<file path="src/rtl/wb_stage_pkg.sv">
// rtl/wb_stage_pkg.sv - shared pipeline widths, write-back control bundle and reset constants
package wb_stage_pkg;

    localparam int data_width_default = 16;
    localparam int addr_width_default = 3;
    localparam int count_width        = 16;

    typedef struct packed {
        logic valid;
        logic reg_wr;
        logic mem_r;
    } wb_ctrl_t;

    localparam logic [data_width_default-1:0] reg_data_rst = '0;
    localparam logic [addr_width_default-1:0] rw_addr_rst  = '0;

endpackage

</file>
<file path="src/rtl/wb_stage_retire_counter.sv">
// rtl/wb_stage_retire_counter.sv - wrapping retired-instruction counter with increment enable
module retire_counter
    import wb_stage_pkg::*;
(
    input  logic                   clk,
    input  logic                   rst_n,
    input  logic                   inc_en,
    output logic [count_width-1:0] count
);

    logic [count_width-1:0] count_q;
    logic [count_width-1:0] count_d;

    always_comb begin
        count_d = count_q;
        if (inc_en) begin
            count_d = count_q + count_width'(1);
        end
    end

    always_ff @(posedge clk or negedge rst_n) begin
        if (!rst_n) begin
            count_q <= '0;
        end else begin
            count_q <= count_d;
        end
    end

    assign count = count_q;

endmodule

</file>
<file path="src/rtl/wb_stage.sv">
// rtl/wb_stage.sv - MEM/WB pipeline register and register-file write port
module wb_stage
    import wb_stage_pkg::*;
#(
    parameter int width      = data_width_default,
    parameter int addr_width = addr_width_default
) (
    input  logic                   clk,
    input  logic                   rst,
    input  logic                   mem_valid,
    input  logic                   mem_RegWR,
    input  logic                   mem_MemR,
    input  logic [width-1:0]       mem_alu_result,
    input  logic [width-1:0]       mem_read_data,
    input  logic [addr_width-1:0]  mem_dest_addr,
    input  logic                   stall,
    input  logic                   flush,
    output logic                   wb_valid,
    output logic                   RW_Sig,
    output logic [width-1:0]       Reg_data,
    output logic [addr_width-1:0]  RW_addr,
    output logic [count_width-1:0] retired_count
);

    wb_ctrl_t              mem_ctrl;
    logic                  load;
    logic                  wb_valid_q, wb_valid_d;
    logic                  rw_sig_q, rw_sig_d;
    logic [width-1:0]      reg_data_q, reg_data_d;
    logic [addr_width-1:0] rw_addr_q, rw_addr_d;

    assign mem_ctrl = '{valid: mem_valid, reg_wr: mem_RegWR, mem_r: mem_MemR};
    assign load     = !flush && !stall;

    // Flush beats stall; a stall holds everything, including a pending write.
    always_comb begin
        wb_valid_d = wb_valid_q;
        rw_sig_d   = rw_sig_q;
        reg_data_d = reg_data_q;
        rw_addr_d  = rw_addr_q;
        if (flush) begin
            wb_valid_d = 1'b0;
            rw_sig_d   = 1'b0;
            reg_data_d = width'(reg_data_rst);
            rw_addr_d  = addr_width'(rw_addr_rst);
        end else if (!stall) begin
            wb_valid_d = mem_ctrl.valid;
            rw_sig_d   = mem_ctrl.valid & mem_ctrl.reg_wr;
            reg_data_d = mem_ctrl.mem_r ? mem_read_data : mem_alu_result;
            rw_addr_d  = mem_dest_addr;
        end
    end

    always_ff @(posedge clk or negedge rst) begin
        if (!rst) begin
            wb_valid_q <= 1'b0;
            rw_sig_q   <= 1'b0;
            reg_data_q <= width'(reg_data_rst);
            rw_addr_q  <= addr_width'(rw_addr_rst);
        end else begin
            wb_valid_q <= wb_valid_d;
            rw_sig_q   <= rw_sig_d;
            reg_data_q <= reg_data_d;
            rw_addr_q  <= rw_addr_d;
        end
    end

    retire_counter u_retire_counter (
        .clk    (clk),
        .rst_n  (rst),
        .inc_en (load & mem_ctrl.valid),
        .count  (retired_count)
    );

    assign wb_valid = wb_valid_q;
    assign RW_Sig   = rw_sig_q;
    assign Reg_data = reg_data_q;
    assign RW_addr  = rw_addr_q;

endmodule

</file>
<file path="config.mk">
export PLATFORM = sky130hd
export DESIGN_NAME = wb_stage
export DESIGN_NICKNAME = d
export VERILOG_FILES = /design/src/rtl/wb_stage_pkg.sv /design/src/rtl/wb_stage_retire_counter.sv /design/src/rtl/wb_stage.sv
export SDC_FILE = /design/constraint.sdc
export NUM_CORES = 1
export LEC_CHECK = 0
export ABC_AREA = 1
export ABC_CLOCK_PERIOD_IN_PS = 1580
export BUFFER_PORTS_ARGS = -buffer_cell sky130_fd_sc_hd__clkbuf_2
export CORE_UTILIZATION = 33
export DETAILED_ROUTE_END_ITERATION = 16
export GPL_TIMING_DRIVEN = 0
export MAX_ROUTING_LAYER = met4
export PLACE_DENSITY_LB_ADDON = 0.15
export SLEW_MARGIN = 30
export SYNTH_ARGS = -nofsm -noshare
export SYNTH_HDL_FRONTEND = slang
export SYNTH_SLANG_ARGS = --single-unit
</file>
<file path="constraint.sdc">
create_clock -name clk -period 1.58 [get_ports clk]
set_input_delay 0.079 -clock clk [delete_from_list [all_inputs] [get_ports clk]]
set_output_delay 0.079 -clock clk [all_outputs]
set_load 0.05 [all_outputs]
</file>
# Word-level counts from Yosys, hierarchy flattened
# Index checks and enable logic that the tools add are counted.
# totals
out_inout_bits	37
word_cells	21
inputBits	42
romBits	0
memories	0
ramBits	0
ff_bits	37
latch_bits	0
# classes
n_div	0
mul	0
bitwise_logic	2
muxes	9
n_reduce_logical	3
shifts	0
eq_ne	1
add_sub_neg	1
magnitude_cmp	0
# op_table
operator	n
16-bit two-way mux	3
16-bit by 1-bit adder with 16-bit output (second input constant)	1
3-bit two-way mux	2
1-bit two-way mux	4
1-bit bitwise AND	2
1-bit zero test	2
2-bit by 1-bit != test with 1-bit output (second input constant)	1
1-bit logical AND	1

# Depth between registers and ports, before layout
# Gate-level depths: netlist of run 1.
# logic_depth
ltp_word	3
depth_mapped	8
ltp_nobuf	8

# Modules after synthesis
# From an unflattened synthesis of run 1, not the netlist that was laid out.
# unflattened
hier_cells	241
hier_area_um2	1894.3
# by_module_without_submodules
mod	cells_per_inst	area_per_inst_um2	n_inst	seq_area_each_um2
wb_stage	144	1081.0	1	525.5
retire_counter	97	813.3	1	400.4

# Worst setup path before layout of run 1
# No wires, ideal clock.
# synth_timing
path_type	register to register
startpoint	reg u_retire_counter.count_q[0] (netlist: u_retire_counter.count[0])
endpoint	reg u_retire_counter.count_q[12] (netlist: u_retire_counter.count[12])
period_less_slack_ns	1.550
required_time_ns	1.458
setup_time_ns	0.122
arrival_ns	1.428
path_stages_with_launch	7
path_slack_ns	0.030
path_cell_list	dfrtp_1 -> ha_1 -> nand3_4 -> nor2_8 -> nand2_2 -> o21ai_1 -> nand2_1
# synth_between
elab_chain_cells	1
# synth_rtl
element	line	text
from (decl)	wb_stage_retire_counter.sv:11	logic [count_width-1:0] count_q;
from (signal assigned)	wb_stage_retire_counter.sv:25	count_q <= count_d;
16-bit by 1-bit adder with 16-bit output	wb_stage_retire_counter.sv:17	count_d = count_q + count_width'(1);
# No other way between the ends.
# A chain may end at the register's enable or synchronous reset.

# Worst setup path after layout of run 1
# layout_timing
startpoint	reg u_retire_counter.count_q[1] (netlist: u_retire_counter.count[1])
endpoint	reg u_retire_counter.count_q[12] (netlist: u_retire_counter.count[12])
# Same word-level chain as after synthesis.

==> summary.md, run 1 <==
| Metric | Value |
|---|---|
| Status | `finished clean` |
| HPWL Detailed | `3.073 mm` |
| Layout net count | `318` |
| Vias in the first global route | `1519` |
| Routed wire length | `4.121 mm` |
| Clk pwr share | `26.6%` |
| Syn Area/Cell | `9.535 sq um` |
| Critical path, cell by cell | `ha_1 -> nand3_4 -> nor2_8 -> nand2_2 -> o21ai_1 -> nand2_1` |
| Crit Path Class | `flip-flop to flip-flop` |
| CTS sink count | `37` |
| CTS root buffer | `clkbuf_8` |
| Routed len/inst | `11.91 microns` |
| Post-synth net total | `230` |
| Largest net degree at the start of global routing | `38` |
| Final setup fails | `0` |
| First-pass GRT wire length | `6.837 mm` |
| Crit start category | `flip-flop` |
| Register Area | `925.9 sq um` |
| Post-Syn Area | `0.001783 sq mm` |
| Req. time, crit path | `1.77 ns` |
| Worst path max stage delay | `0.44 ns` |
| 1st-iter DRT viols | `75` |
| Setup TNS | `0 ns` |
| Tcrit/Tclk final | `83.07%` |
| Inst Count DP | `334` |
| Cell family with most CP delay | `flip-flops` |
| Critical path peak fanout | `6` |
| IR drop worst, VDD | `511.8 uV` |
| GR Overflow Total | `0` |
| RSZ-0062 raised after global routing | `no` |
| Power per cell area | `1022 mW/mm^2` |
| Post-CTS sizing | `0` |
| P&R area growth vs syn | `33.54%` |
| Post-CTS Setup Inserts | `0` |
| Fin cells | `346` |
| Ys async rst share | `100.0%` |
| IO Pins | `79` |
| Seq pwr share | `46.4%` |
| H-tree level count | `2` |
| Vias | `1550` |
| CTS tree | `yes` |
| Reg2reg end | `u_retire_counter.count[12]` |
| Commonest non-fill, non-tap cell in the layout | `clkbuf_2` |
| Inserted Clock Buffers | `5` |
| Minimum clock period | `1.312 ns` |
| Die X | `75.51 microns` |
| DR vias/cell | `4.480` |
| Hold-fix buffers, CTS | `4` |
| Die height | `75.51 microns` |
| Full die area | `0.005701 sq mm` |
| Clock Skew | `0.008417 ns` |
| Slew HR | `65.83%` |
| Skew-Pair Late Insertion Delay | `0.29 ns` |
| Port Buf Inserts | `77` |
| Drt pass-1 iters | `4` |
| Synthesized instance count | `187` |
| Ys flop type | `dfrtp_1` |
| Reg-to-reg critical path startpoint | `u_retire_counter.count[1]` |
| Clk buf depth | `2` |
| Worst-path clk slew | `0.08 ns` |
| Slew @ Worst Pin | `0.5125 ns` |
| Antenna viol nets, final | `0` |
| Initial Util | `34.69%` |
| Share of cells above drive strength 1 | `34.06%` |
| Hold_ws | `0.02176 ns` |
| Antenna cell count | `0` |
| Post-synth EDFFs | `0` |
| Crit path DAT | `1.50 ns` |
| Max-Cap Viols | `0` |
| #FFs+latches synth | `37` |
| Post-synthesis sequential area ratio | `51.93%` |
| Max Slew Vio Count | `0` |
| Row cnt | `26` |
| Psw | `911.0 uW` |
| Core area | `0.005140 sq mm` |
| Internal | `1.522 mW` |
| Hold path cells | `2` |
| Buf/Inv on CP | `0` |
| Logic pwr share | `27.0%` |
| Filler cell count | `542` |
| FMAX | `761.9 MHz` |
| Crit path depth | `6` |
| GPL Wtd Cong | `0.7413` |
| Worst hold path class | `input pin to flip-flop` |
| Leakage power | `1.298 nW` |
| Critical path capture point type | `flip-flop` |
| WHS Endpoint | `RW_Sig` |
| Final hold vios | `0` |
| R2r worst-path depth | `6` |
| Most frequent cells in the layout | `clkbuf_2, dfrtp_1, nand2_1, nand3_1` |
| Worst Hold Launch | `mem_RegWR` |
| GRT Total Usage | `16.70%` |
| Critical path's slowest cell | `dfrtp_1` |
| Net Sw Frac | `37.44%` |
| FF-to-FF setup slack | `0.27 ns` |
| Post-synthesis cell type count | `24` |
| Final Core Density | `46.32%` |
| Synth Warn # | `0` |
| Antenna violations before repair | `0` |
| Multi-input logic area | `762.0 sq um` |
| DRC Markers | `0` |
==> cell usage after synthesis, types with 3 or more instances <==
master,number,share of area [%]
xnor2_1,6,2.9
nor3_1,3,0.84
inv_1,16,3.4
xor2_1,4,2.0
o21ai_0,16,4.5
nand2_1,33,6.9
nand3_1,25,7.0
clkbuf_1,4,0.84
nand4_1,5,1.8
nor2_1,9,1.9
mux2i_1,16,9.0
dfrtp_1,37,52
==> registers in the layout, summed over array words and instances, names as in the netlist <==
signal,cells
RW_Sig,1
RW_addr,3
Reg_data,16
u_retire_counter.count,16
wb_valid,1
==> layer usage <==
layer  vias up  global-route usage [%]  part of all wire (%)
li1        793                       -                     -
met1       702                   20.10                    45
met2        48                   26.88                    47
met3         7                   4.894                   6.2
met4         0                   5.556                   1.4
met5         -                       -                     0
==> metrics by stage <==
| step | setup slack [ns] | power, mW | area (sq um) |
|---|---|---|---|
| 2_1_floorplan | 0.03006 | 1.593 | 1783 |
| 3_3_place_gp | 0.2680 | 1.802 | 2256 |
| 3_5_place_dp | 0.2701 | 1.806 | 2258 |
| 4_1_cts | 0.2546 | 2.466 | 2381 |
| 5_1_grt | 0.1471 | 2.558 | 2381 |
| 6_report | 0.2676 | 2.433 | 2381 |
==> power groups by stage <==
stage / registers [mW] / logic (mW) / clock network (mW)
after floorplan: 1.43 / 0.163 / 0
after global placement: 1.14 / 0.657 / 0
after detailed placement: 1.15 / 0.660 / 0
after CTS: 1.13 / 0.668 / 0.668
after global routing: 1.14 / 0.704 / 0.713
final: 1.13 / 0.657 / 0.647
==> worst max path at each step <==
| stage | from | endpoint | slack (ns) |
|---|---|---|---|
| 2_1_floorplan | u_retire_counter.count[0] | u_retire_counter.count[12] | 0.03 |
| 3_3_place_gp | u_retire_counter.count[1] | u_retire_counter.count[12] | 0.27 |
| 3_5_place_dp | u_retire_counter.count[1] | u_retire_counter.count[12] | 0.27 |
| 4_1_cts | u_retire_counter.count[1] | u_retire_counter.count[12] | 0.25 |
| 5_1_grt | u_retire_counter.count[1] | u_retire_counter.count[12] | 0.15 |
| 6_report | u_retire_counter.count[1] | u_retire_counter.count[12] | 0.27 |
==> cells by family after synthesis <==
kind of cell             Yosys count  share of synthesized area (%)
XOR/XNOR                          10                          4.912
adder cells (fa/ha/maj)            1                         0.7016
flip-flops                        37                          51.93
AND/OR/NAND/NOR                   82                          22.81
multiplexers                      16                          8.982
buffers and inverters             23                          5.333
AO/OA/AOI/OAI                     18                          5.333
==> final cells by class <==
| class | instances | area share, % |
|---|---|---|
| Inverter | 16 | 2.522 |
| Tap cell | 70 | 3.678 |
| Clock inverter | 2 | 0.4204 |
| Timing Repair Buffer | 81 | 17.97 |
| Buffer | 7 | 1.471 |
| Clock buffer | 6 | 3.048 |
| Sequential cell | 37 | 38.89 |
| Multi-Input combinational cell | 127 | 32.00 |
No activity file was read; power rests on OpenSTA's default activity.
==> run 2, diff against run 1 <==
ABC_CLOCK_PERIOD_IN_PS = 1100   (was 1580)
clock period = 1.1 ns   (was 1.58 ns; I/O delays follow)
==> run 2 against run 1 <==
Compared with the run above: the run now ends with negative setup slack left; first-iteration DRC count decreased by 17%; clock power increased by 40%; via count increased by 6.3%; power increased by 61%; global-route usage decreased by 0.053 points; largest power group unchanged; highest routed layer unchanged.
==> summary.md, run 2 (synthesis gave the netlist of run 1 again) <==
| Metric | Value |
|---|---|
| Row cnt | `26 (unchanged)` |
| Port Buf Inserts | `77 (unchanged)` |
| DRC Markers | `0 (unchanged)` |
| Net Sw Frac | `35.74% (-1.7 points)` |
| Critical path's slowest cell | `dfrtp_2` |
| H-tree level count | `2 (unchanged)` |
| Critical path capture point type | `flip-flop` |
| WL met1 | `1.879 mm (+0.27%)` |
| Critical path, cell by cell | `nand2_1 -> inv_1 -> nand2_2 -> nor2_8 -> nand2_4 -> o21ai_2 -> nand2_1` |
| Dpl cell area | `0.002321 sq mm (+2.8%)` |
| Most frequent cells in the layout | `clkbuf_2, nand2_1, dfrtp_1, nand3_1` |
| Max layer used | `met4` |
| GR Overflow Total | `0 (unchanged)` |
| Full die area | `0.005701 sq mm (unchanged)` |
| Power per cell area | `1498 mW/mm^2 (+47%)` |
| Vias in the first global route | `1553 (+2.2%)` |
| DP Worst Slack | `-0.1089 ns (-0.3790 ns)` |
| Antenna cell count | `0 (unchanged)` |
| RSZ-0062 raised after global routing | `yes` |
| P&R area growth vs syn | `46.81%` |
| Leakage power | `1.374 nW (+5.9%)` |
| Commonest non-fill, non-tap cell in the layout | `clkbuf_2` |
| Antenna violations before repair | `0 (unchanged)` |
| Worst hold path class | `input pin to flip-flop` |
| Worst setup margin | `-0.06196 ns (-0.3295 ns)` |
| GRT Total Usage | `16.64% (-0.053 points)` |
| Critical path peak fanout | `6 (unchanged)` |
| Core area | `0.005140 sq mm (unchanged)` |
| Clk pwr share | `23.2% (-3.4 points)` |
| Skew-Pair Late Insertion Delay | `0.28 ns (about the same)` |
| CTS tree | `yes` |
| Crit path DAT | `1.33 ns (-0.17 ns)` |
| Minimum clock period | `1.162 ns (-0.1505 ns)` |
| Crit Path Class | `flip-flop to flip-flop` |
| CTS root buffer | `clkbuf_8` |
| Layout net count | `329 (+3.5%)` |
| Slew @ Worst Pin | `0.6270 ns (+0.1145 ns)` |
| IR drop worst, VDD | `822.2 uV (+61%)` |
| Total power | `3.921 mW (+61%)` |
| IO Pins | `79 (unchanged)` |
| Crit start category | `flip-flop` |
| CTS sink count | `37 (unchanged)` |
| Largest net degree at the start of global routing | `23 (-39%)` |
| Routed len/inst | `11.96 microns (+0.40%)` |
| Clk buf depth | `2 (unchanged)` |
| Req. time, crit path | `1.27 ns (-0.50 ns)` |
| Logic pwr share | `35.2% (+8.2 points)` |
| Worst path max stage delay | `0.40 ns (-0.04 ns)` |
| Routed wl met3 | `307 microns (+21%)` |
| Die height | `75.51 microns (unchanged)` |
| Status | `finished, violations left` |
| Drt pass-1 iters | `4 (unchanged)` |
| Max Slew Vio Count | `0 (unchanged)` |
| Failing checks | `negative setup slack` |
| Tcrit/Tclk final | `105.6% (+23 points)` |
| Share of cells above drive strength 1 | `45.30% (+11 points)` |
| Slew HR | `58.20% (-7.6 points)` |
| DR vias/cell | `4.616 (+3.0%)` |
| Buf/Inv on CP | `1 (+1)` |
| Cell family with most CP delay | `simple AND/OR/NAND/NOR gates` |
| FMAX | `860.6 MHz (+13%)` |
| 1st-iter DRT viols | `62 (-17%)` |
| Inserted Clock Buffers | `5 (unchanged)` |
| GPL Wtd Cong | `0.7368 (-0.61%)` |
| Final hold vios | `0 (unchanged)` |
| Die X | `75.51 microns (unchanged)` |
| Clock Skew | `0.005601 ns (-0.002816 ns)` |
| Internal | `2.520 mW (+66%)` |
| Routed wire length | `4.269 mm (+3.6%)` |
| Fin area | `0.002618 sq mm (+9.9%)` |
| Max-Cap Viols | `0 (unchanged)` |
| Final setup fails | `8 (+8)` |
| Final Core Density | `50.93% (+4.6 points)` |
| Seq pwr share | `41.6% (-4.8 points)` |
| Hold_ws | `0.05416 ns (+0.03240 ns)` |
| Antenna viol nets, final | `0 (unchanged)` |
| Psw | `1.401 mW (+54%)` |
| Vias | `1648 (+6.3%)` |
| Initial Util | `34.69% (unchanged)` |
| WL met2 | `2.048 mm (+5.8%)` |
| HPWL Detailed | `3.096 mm (+0.76%)` |
| First-pass GRT wire length | `6.837 mm (unchanged)` |
| Most frequent CP cell | `nand2_1` |
| Worst-path clk slew | `0.07 ns (about the same)` |
| Filler cell count | `521 (-3.9%)` |
==> run 2: changes by cell type in the layout (fill, tap and decap cells not counted), sizes merged <==
| cell | change |
|---|---|
| clkinv | -2 |
| clkbuf | -3 |
| buf | +15 |
| dlygate4sd3 | +1 |
==> run 2: repair_timing <==
item / 4_1_cts / 5_1_grt
pin swaps: 4 / 4
hold buffers: 5 / 0
setup endpoints to repair: 9 / 14
buffers inserted: 7 / 2
gates resized for setup: 15 / 12
hold endpoints to repair: 25 / 0
==> run 2: area by class of cell <==
| class | instances | area [sq um] | area share, % |
|---|---|---|---|
| Sequential cell | 37 | 943.4 | 36.04 |
| Multi-Input combinational cell | 127 | 850.8 | 32.50 |
| Timing Repair Buffer | 92 | 560.5 | 21.41 |
| Tap cell | 70 | 87.58 | 3.346 |
| Clock buffer | 8 | 80.08 | 3.059 |
| Inverter | 16 | 60.06 | 2.294 |
| Buffer | 7 | 35.03 | 1.338 |
==> run 2: power by group through the flow <==
stage | logic [mW] | clock network [mW] | registers [mW]
3_5_place_dp | 0.985 | 0 | 1.67
5_1_grt | 1.46 | 1.01 | 1.65
3_3_place_gp | 0.962 | 0 | 1.68
4_1_cts | 1.30 | 0.952 | 1.63
2_1_floorplan | 0.256 | 0 | 2.09
6_report | 1.38 | 0.909 | 1.63
==> run 2: path summary, 6_finish.rpt <==
kind	slack [ns]	end	depth (start not counted)	startpoint
max in group asynchronous	0.26	u_retire_counter.count[13]	3	rst
worst max-delay path	-0.06	u_retire_counter.count[12]	7	u_retire_counter.count[2]
worst max register to register	-0.06	u_retire_counter.count[12]	7	u_retire_counter.count[2]
worst min register to register	0.51	RW_addr[2]	2	RW_addr[2]
min in group asynchronous	0.32	u_retire_counter.count[15]	2	rst
worst min-delay path	0.05	Reg_data[3]	3	mem_alu_result[3]
==> run 2: worst register-to-register path: stages (launching register included) <==
cell	delay [ns]
dfrtp_2	0.40
nand2_1	0.09
inv_1	0.08
nand2_2	0.08
nor2_8	0.17
nand2_4	0.08
o21ai_2	0.10
nand2_1	0.05
==> run 2: per-stage QoR <==
step                setup TNS [ns]  instances
floorplan                   -1.717        187
CTS                        -0.2689        355
detailed placement         -0.4096        335
global route               -0.9547        357
finish                     -0.2282        357
global placement           -0.3966        334
==> run 2: routing by layer <==
layer  up-vias  track usage, %
li1        822               -
met1       758           20.10
met2        63           26.79
met3         5           5.159
met4         0           4.938
met5         -               -
